File: config.mk
export PLATFORM = sky130hd
export DESIGN_NAME = demux_lane_collector
export DESIGN_NICKNAME = d
export VERILOG_FILES = /design/src/rtl/demux_lane_collector.sv
export SDC_FILE = /design/constraint.sdc
export NUM_CORES = 1
export LEC_CHECK = 0
export CAP_MARGIN = 10
export CORE_MARGIN = 3
export CORE_UTILIZATION = 40
export CTS_CLUSTER_DIAMETER = 200
export DETAILED_ROUTE_END_ITERATION = 16
export PLACE_DENSITY = 0.65
export SLEW_MARGIN = 20
export SYNTH_ARGS = -nofsm -noshare
export SYNTH_HDL_FRONTEND = slang
export SYNTH_SLANG_ARGS = --single-unit
File: constraint.sdc
create_clock -name clk -period 2.75 [get_ports clk]
set_input_delay 0.4125 -clock clk [delete_from_list [all_inputs] [get_ports clk]]
set_output_delay 0.4125 -clock clk [all_outputs]
set_load 0.005 [all_outputs]
File: src/rtl/demux_lane_collector.sv
// Purpose: reassembles the four demux lanes into WIDTH-bit words, MSB first, one word per channel.
// Latency: the WIDTH-th bit of a word is captured at edge N; with the output slot free, out_valid rises after edge N+1.
// Backpressure: while out_ready is low the output holds; each channel keeps one finished word and drops further bits (overflow).
//
// Ports:
//   clk, rst_n          rising-edge clock, synchronous active-low reset
//   bit_valid           lane_sel / lane_in carry one bit this cycle
//   lane_sel[1:0]       demux select in effect for the strobed bit
//   lane_in[3:0]        demux output lanes y[3:0]
//   out_valid/out_ready registered valid/ready output handshake
//   out_data[WIDTH-1:0] assembled word, first-received bit in the MSB
//   out_ch[1:0]         source channel of out_data
//   overflow[3:0]       sticky per-channel bit-drop flag
//   lane_err            sticky: a lane other than lane_sel was high on a strobe

module demux_lane_collector #(
    parameter int WIDTH = 8,
    parameter int NCH   = 4
) (
    input  logic             clk,
    input  logic             rst_n,
    input  logic             bit_valid,
    input  logic [1:0]       lane_sel,
    input  logic [3:0]       lane_in,
    output logic             out_valid,
    input  logic             out_ready,
    output logic [WIDTH-1:0] out_data,
    output logic [1:0]       out_ch,
    output logic [3:0]       overflow,
    output logic             lane_err
);

    localparam int            CW       = (WIDTH > 2) ? $clog2(WIDTH) : 1;
    localparam logic [CW-1:0] CNT_LAST = CW'(WIDTH - 1);

    typedef struct packed {
        logic [1:0]       ch;
        logic [WIDTH-1:0] data;
    } word_t;

    // Per-channel assembly state. A full channel holds its finished word in
    // sr with cnt back at zero, so a drain and a fresh first bit can share an edge.
    logic [WIDTH-1:0] sr   [NCH];
    logic [CW-1:0]    cnt  [NCH];
    logic [NCH-1:0]   full;
    logic [1:0]       ptr;
    word_t            out_word;
    logic             out_vld_q;
    logic [3:0]       ovf_q;
    logic             lane_err_q;

    // Output slot and round-robin grant
    logic             slot_free;
    logic             gnt_any;
    logic [1:0]       gnt_idx;
    logic [1:0]       scan;
    logic [NCH-1:0]   drain;

    // Capture decode
    logic [NCH-1:0]   sel_oh;
    logic             cap_bit;
    logic             cap_ok;
    logic             cap_drop;
    logic             stray;
    logic [NCH-1:0]   complete;

    assign out_valid = out_vld_q;
    assign out_data  = out_word.data;
    assign out_ch    = out_word.ch;
    assign overflow  = ovf_q;
    assign lane_err  = lane_err_q;

    // The slot can take a new word when it is empty or being consumed now.
    assign slot_free = !out_vld_q || out_ready;

    // First full channel scanning ptr, ptr+1, ... with 2-bit wraparound.
    always_comb begin
        gnt_any = 1'b0;
        gnt_idx = ptr;
        scan    = ptr;
        for (int i = 0; i < NCH; i++) begin
            scan = ptr + 2'(i);
            if (!gnt_any && full[scan]) begin
                gnt_any = 1'b1;
                gnt_idx = scan;
            end
        end
    end

    always_comb begin
        drain = '0;
        if (slot_free && gnt_any) begin
            drain[gnt_idx] = 1'b1;
        end
    end

    always_comb begin
        sel_oh           = '0;
        sel_oh[lane_sel] = 1'b1;
    end

    assign cap_bit  = lane_in[lane_sel];
    // A full channel accepts a bit only when its word is leaving this edge.
    assign cap_ok   = bit_valid && (!full[lane_sel] || drain[lane_sel]);
    assign cap_drop = bit_valid && full[lane_sel] && !drain[lane_sel];
    assign stray    = bit_valid && (|(lane_in & ~sel_oh));

    always_comb begin
        complete = '0;
        if (cap_ok && (cnt[lane_sel] == CNT_LAST)) begin
            complete = sel_oh;
        end
    end

    always_ff @(posedge clk) begin
        if (!rst_n) begin
            out_vld_q  <= 1'b0;
            out_word   <= '0;
            ptr        <= 2'd0;
            full       <= '0;
            ovf_q      <= '0;
            lane_err_q <= 1'b0;
            for (int c = 0; c < NCH; c++) begin
                sr[c]  <= '0;
                cnt[c] <= '0;
            end
        end else begin
            // Output slot: load the granted word or go empty; hold otherwise.
            if (slot_free) begin
                if (gnt_any) begin
                    out_word.data <= sr[gnt_idx];
                    out_word.ch   <= gnt_idx;
                    out_vld_q     <= 1'b1;
                    ptr           <= gnt_idx + 2'd1;
                end else begin
                    out_vld_q <= 1'b0;
                end
            end

            // Bit capture. sr[gnt_idx] above reads the pre-edge word, so a
            // drained channel can shift in the first bit of its next word here.
            for (int c = 0; c < NCH; c++) begin
                if (cap_ok && (lane_sel == 2'(c))) begin
                    sr[c] <= {sr[c][WIDTH-2:0], cap_bit};
                    if (cnt[c] == CNT_LAST) begin
                        cnt[c] <= '0;
                    end else begin
                        cnt[c] <= cnt[c] + CW'(1);
                    end
                end
            end

            full <= (full & ~drain) | complete;

            if (cap_drop) begin
                ovf_q <= ovf_q | sel_oh;
            end
            if (stray) begin
                lane_err_q <= 1'b1;
            end
        end
    end

    // A word presented under backpressure must not change until taken.
    a_hold_stable: assert property (@(posedge clk) disable iff (!rst_n)
        (out_valid && !out_ready) |=> (out_valid && $stable(out_data) && $stable(out_ch)));

    // A full channel always has its bit counter parked at zero.
    for (genvar g = 0; g < NCH; g++) begin : g_full_cnt
        a_full_cnt_zero: assert property (@(posedge clk) disable iff (!rst_n)
            full[g] |-> (cnt[g] == '0));
    end

endmodule

# Word-level counts from Yosys, hierarchy flattened
# Memory sizes are Yosys's and may differ from the RTL's. A register that Yosys moved wholly into a read port is not among the register bits.
# Index checks and enable logic that the tools add are counted.
[word_totals]
input_bits = 10
ramBits = 44
output_inout_bits = 16
wordCells = 162
reg_bits = 14
n_memories = 2
[memory_table]
columns = ["memory", "words", "word_bits", "read_ports", "rd_clocked_by_memory_dff", "wr", "line_no", "text"]
rows = [
  ["sr", 4, 8, 5, 1, 4, "43", "logic [WIDTH-1:0] sr [NCH];"],
  ["cnt", 4, 3, 5, 0, 4, "44", "logic [CW-1:0] cnt [NCH];"],
]
[classes]
order_cmp = 8
addsub = 8
n_reduce_logical = 27
mux = 85
n_eq_ne = 8
bitwise_logic = 18
[ops]
columns = ["op", "n"]
rows = [
  ["$mux W1", 59],
  ["$mux W8", 4],
  ["$mux W3", 8],
  ["$lt A2 B3 Y1 const B", 6],
  ["$eq A3 B3 Y1 const B", 5],
  ["$logic_and A1 B1 Y1", 15],
  ["$bmux W1 S2", 7],
  ["$add A3 B1 Y3 const B", 4],
  ["$or A1 B1 Y1", 12],
  ["$and A4 B4 Y4", 2],
  ["$mux W4", 2],
  ["$not A4 Y4", 2],
  ["$or A4 B4 Y4", 2],
  ["$logic_not A1 Y1", 7],
  ["$mux W2", 3],
  ["$add A2 B1 Y2 const B", 2],
  ["$add A2 B2 Y2 const B", 2],
  ["$demux W1 S2", 2],
  ["$eq A2 B2 Y1 const B", 2],
  ["$ge A2 B1 Y1 const B", 2],
  ["$reduce_or A4 Y1", 1],
  ["$eq A2 B1 Y1 const B", 1],
  ["$logic_not A2 Y1", 1],
  ["$logic_or A1 B1 Y1", 2],
  ["$reduce_and A2 Y1", 1],
]

# Depth between registers and ports, before layout
[depth]
ltp_word = 27
ltp_mapped = 7
mapped_depth_nobuf = 6

# Least setup slack after synthesis
# No wires, ideal clock.
[synth_path]
kind = "reg2reg"
from = "register full[3]"
to = "memory cnt[2][0] in the netlist's numbering, enable pin"
t_required_ns = 2.402
arrival_time_ns = 2.103
setup_time_ns = 0.348
path_buffers = 1
synth_period_minus_slack_ns = 2.450
slack_ns = 0.300
path_stages_with_launch = 8
path_cell_list = "dfxtp_1 > and2b_1 > o21ai_1 > nand3_2 > xnor2_1 > o311ai_4 > buf_6 > a31o_1"
[synth_rtl]
columns = ["item", "line_no", "text"]
rows = [
  ["start: declaration", "45", "logic [NCH-1:0] full;"],
  ["start signal: assignment", "153", "full <= (full & ~drain) | complete;"],
  ["end: declaration", "44", ""],
]

==> flow_metrics.py <==
metrics = {
    "sta": {
        "fmax_mhz": 405,
        "min_period_ps": 2470,
        "worst_pin_slew_ps": 596,
        "skew_ps": 8.58,
        "finalSetupViolations": 0,
        "rsz0062_at_grt": "false",
        "slew_headroom_pct": 60.1,
        "timing.final.crit_share_pct": 89.8,
        "setup_ws_ps": 282,
        "drv_slew": 0,
        "hold_viol": 0,
        "tns_ps": 0,
    },
    "routing": {
        "routed_via_density": 5.48,
        "drc_errors": 0,
        "vias": 2243,
        "wl_per_cell_um": 16.9,
        "initialDrtViolationCount": 142,
        "routed_wl_um": 6890,
        "drt_first_pass_iters": 4,
        "ant_nets": 0,
    },
    "yosys": {
        "synthTopCellsByArea": "edfxtp_1 41%, dfxtp_1 14%, and3_1 6.9%",
        "synth.most_common_cell": "edfxtp_1",
        "synth_edf_count": 44,
        "ys_ff_latch": 66,
        "syn-num-nets": 283,
        "syn_area_um2": 3240,
        "synth_commonest_cells": "44 x edfxtp_1, 36 x and3_1, 22 x dfxtp_1",
        "async_flop_share_pct": 0,
        "syn_avg_cell_area_um2": 12.2,
        "synth_top_area_cell": "edfxtp_1",
        "syn_inst": 265,
        "synthFlopType": "edfxtp_1",
        "synth_cell_types": 51,
        "yosysWarningCount": 0,
        "yosysTopAreaCellShare_pct": 40.8,
        "yosysSeqAreaShare_pct": 54.3,
    },
    "clock_tree": {
        "postCtsSetupBuffers": 0,
        "cts_max_level": 3,
        "holdBufCountCts": 0,
        "clockBufferDepth": 2,
        "cts_tree": "done",
        "clkLatencyLatePin_ps": 340,
        "clkSlewWorstSetupHoldPaths_ps": 70,
        "ctsResizeCount": 0,
        "cts_root_buf": "clkbuf_8",
        "numCtsBuffers": 9,
        "cts_sinks": 66,
    },
    "grt": {
        "grt_pass1_wl_um": 11400,
        "antenna_found_initial": 0,
        "grt.total_usage_pct": 16.6,
        "grt_pass1_vias": 2174,
        "grt_max_degree": 35,
        "gr-total-overflow": 0,
    },
    "placed_design": {
        "placed_area_um2": 3620,
        "pre_cts_ws_ps": 183,
        "hpwlAfterDp_um": 4910,
        "port-buffer-count": 25,
        "gp_congestion": 0.827,
        "place_inst": 393,
    },
    "floorplanning": {
        "die_h_um": 96.0,
        "die_w_um": 96.0,
        "io_pins": 26,
        "die-area_um2": 9220,
        "rows": 32,
        "start_util_pct": 41.5,
        "core_um2": 7810,
    },
    "setup_path": {
        "r2r.worst_path.cells": 7,
        "crit_chain": "and3b_1 -> a2111oi_4 -> nand2b_4 -> nand4_2 -> o311ai_4 -> a41o_1 -> buf_4",
        "cp.required_ps": 2790,
        "criticalPathCategory": "reg -> reg",
        "crit_end": "cnt[3][1]",
        "cp_slowest_stage_delay_ps": 470,
        "reg2reg_to": "cnt[3][1]",
        "ff2ff_setup_slack_ps": 280,
        "critPathMaxFanout": 15,
        "crit_start": "full[3]",
        "critPathArrivalTime_ps": 2510,
        "cp_slowest_cell": "dfxtp_1",
        "r2r-start": "full[3]",
        "start_kind": "register",
        "crit_path_end_kind": "register",
    },
    "layout": {
        "drive_above_1_share_pct": 13.4,
        "nets": 320,
        "instances_no_fill": 409,
        "syn2layout_area_growth_pct": 17.9,
        "n_antenna_cell": 0,
        "final_area_um2": 3820,
        "register_area_um2": 1760,
        "multi_input_area_um2": 1310,
        "fill_cells": 722,
    },
    "run": {
        "max_cap_viol_count": 0,
    },
    "run_status": {
        "status": "finished, final reports clean",
    },
    "hold_path": {
        "hold_path_class": "reg -> reg",
    },
    "pwr": {
        "leakage_uw": 0.00159,
        "ir_drop_mv": 0.308,
        "powerDensity_nw_per_um2": 547,
    },
}
[routing by layer]
metal  vias up  global-route usage, %  share of wire, %
li1       1099                      -                 -
met1      1081                   24.0                49
met2        51                   23.3                44
met3        12                   3.28               3.8
met4         0                   8.18               2.6
met5         -                      0                 0
[how the worst min path moves through the flow]
stage / cells after the start / startpoint / endpoint
4_1_cts: 1 / out_data[5] / out_data[5]
3_5_place_dp: 1 / out_data[5] / out_data[5]
5_1_grt: 1 / out_data[5] / out_data[5]
3_3_place_gp: 1 / out_data[6] / out_data[6]
6_report: 1 / out_data[6] / out_data[6]
2_1_floorplan: 2 / overflow[0] / overflow[0]
[per-stage QoR]
stage	total power, uW	hold slack, ps	utilization (%)
floorplan	1220	449	-
global placement	1280	434	46.3
detailed placement	1280	438	46.3
CTS	2110	456	49.0
global route	2170	467	49.0
finish	2090	453	49.0
[final cells by class]
type / count / area share (%)
Clock inverter: 4 / 1.31
Sequential cell: 66 / 46.1
Tap cell: 102 / 3.34
Multi-Input combinational cell: 174 / 34.3
Timing Repair Buffer: 44 / 10.3
Inverter: 7 / 0.687
Clock buffer: 12 / 4.06
[where the power goes]
part           internal (uW)  switching, uW
registers               1100           21.5
logic                   60.5           79.8
clock network            467            365
[layout by cell type (no fill, tap or decap), types with 4 or more instances in the layout]
cell             netlist  final
clkdlybuf4s50_1        0     25
clkbuf_8               3     11
nor2_1                18     18
mux2i_1               18     18
nand3_1                7      7
nand2_1               11     11
o32ai_1                8      8
nor3_1                 5      5
and4b_1                8      8
buf_4                  0     19
and3_1                36     36
nor4_1                 4      4
edfxtp_1              44     44
dfxtp_1               22     22
inv_1                  6      6
a21o_1                 8      8
ha_1                   8      8
[worst max-delay path: cells and delay by family, from the launching register on]
family | cells | cell delay, ps
simple gates | 3 | 770
compound gates | 3 | 750
buf+inv | 1 | 190
flops | 1 | 470
[sequential cells by signal (all words and copies together) (netlist names)]
name / flops
sr: 32
cnt: 12
out_data: 8
full: 4
overflow: 4
out_ch: 2
ptr: 2
lane_err: 1
out_valid: 1
[kinds of logic after synthesis]
family / after synthesis / share of synthesized area [%]
DFF: 66 / 54.3
muxes: 19 / 6.37
AOI/OAI and AO/OA: 44 / 11.9
buffers and inverters: 25 / 5.25
xor gates and xnor gates: 2 / 0.540
and+or+nand+nor: 101 / 18.5
adders and majority gates: 8 / 3.09
(Power assumes the default switching activity.)
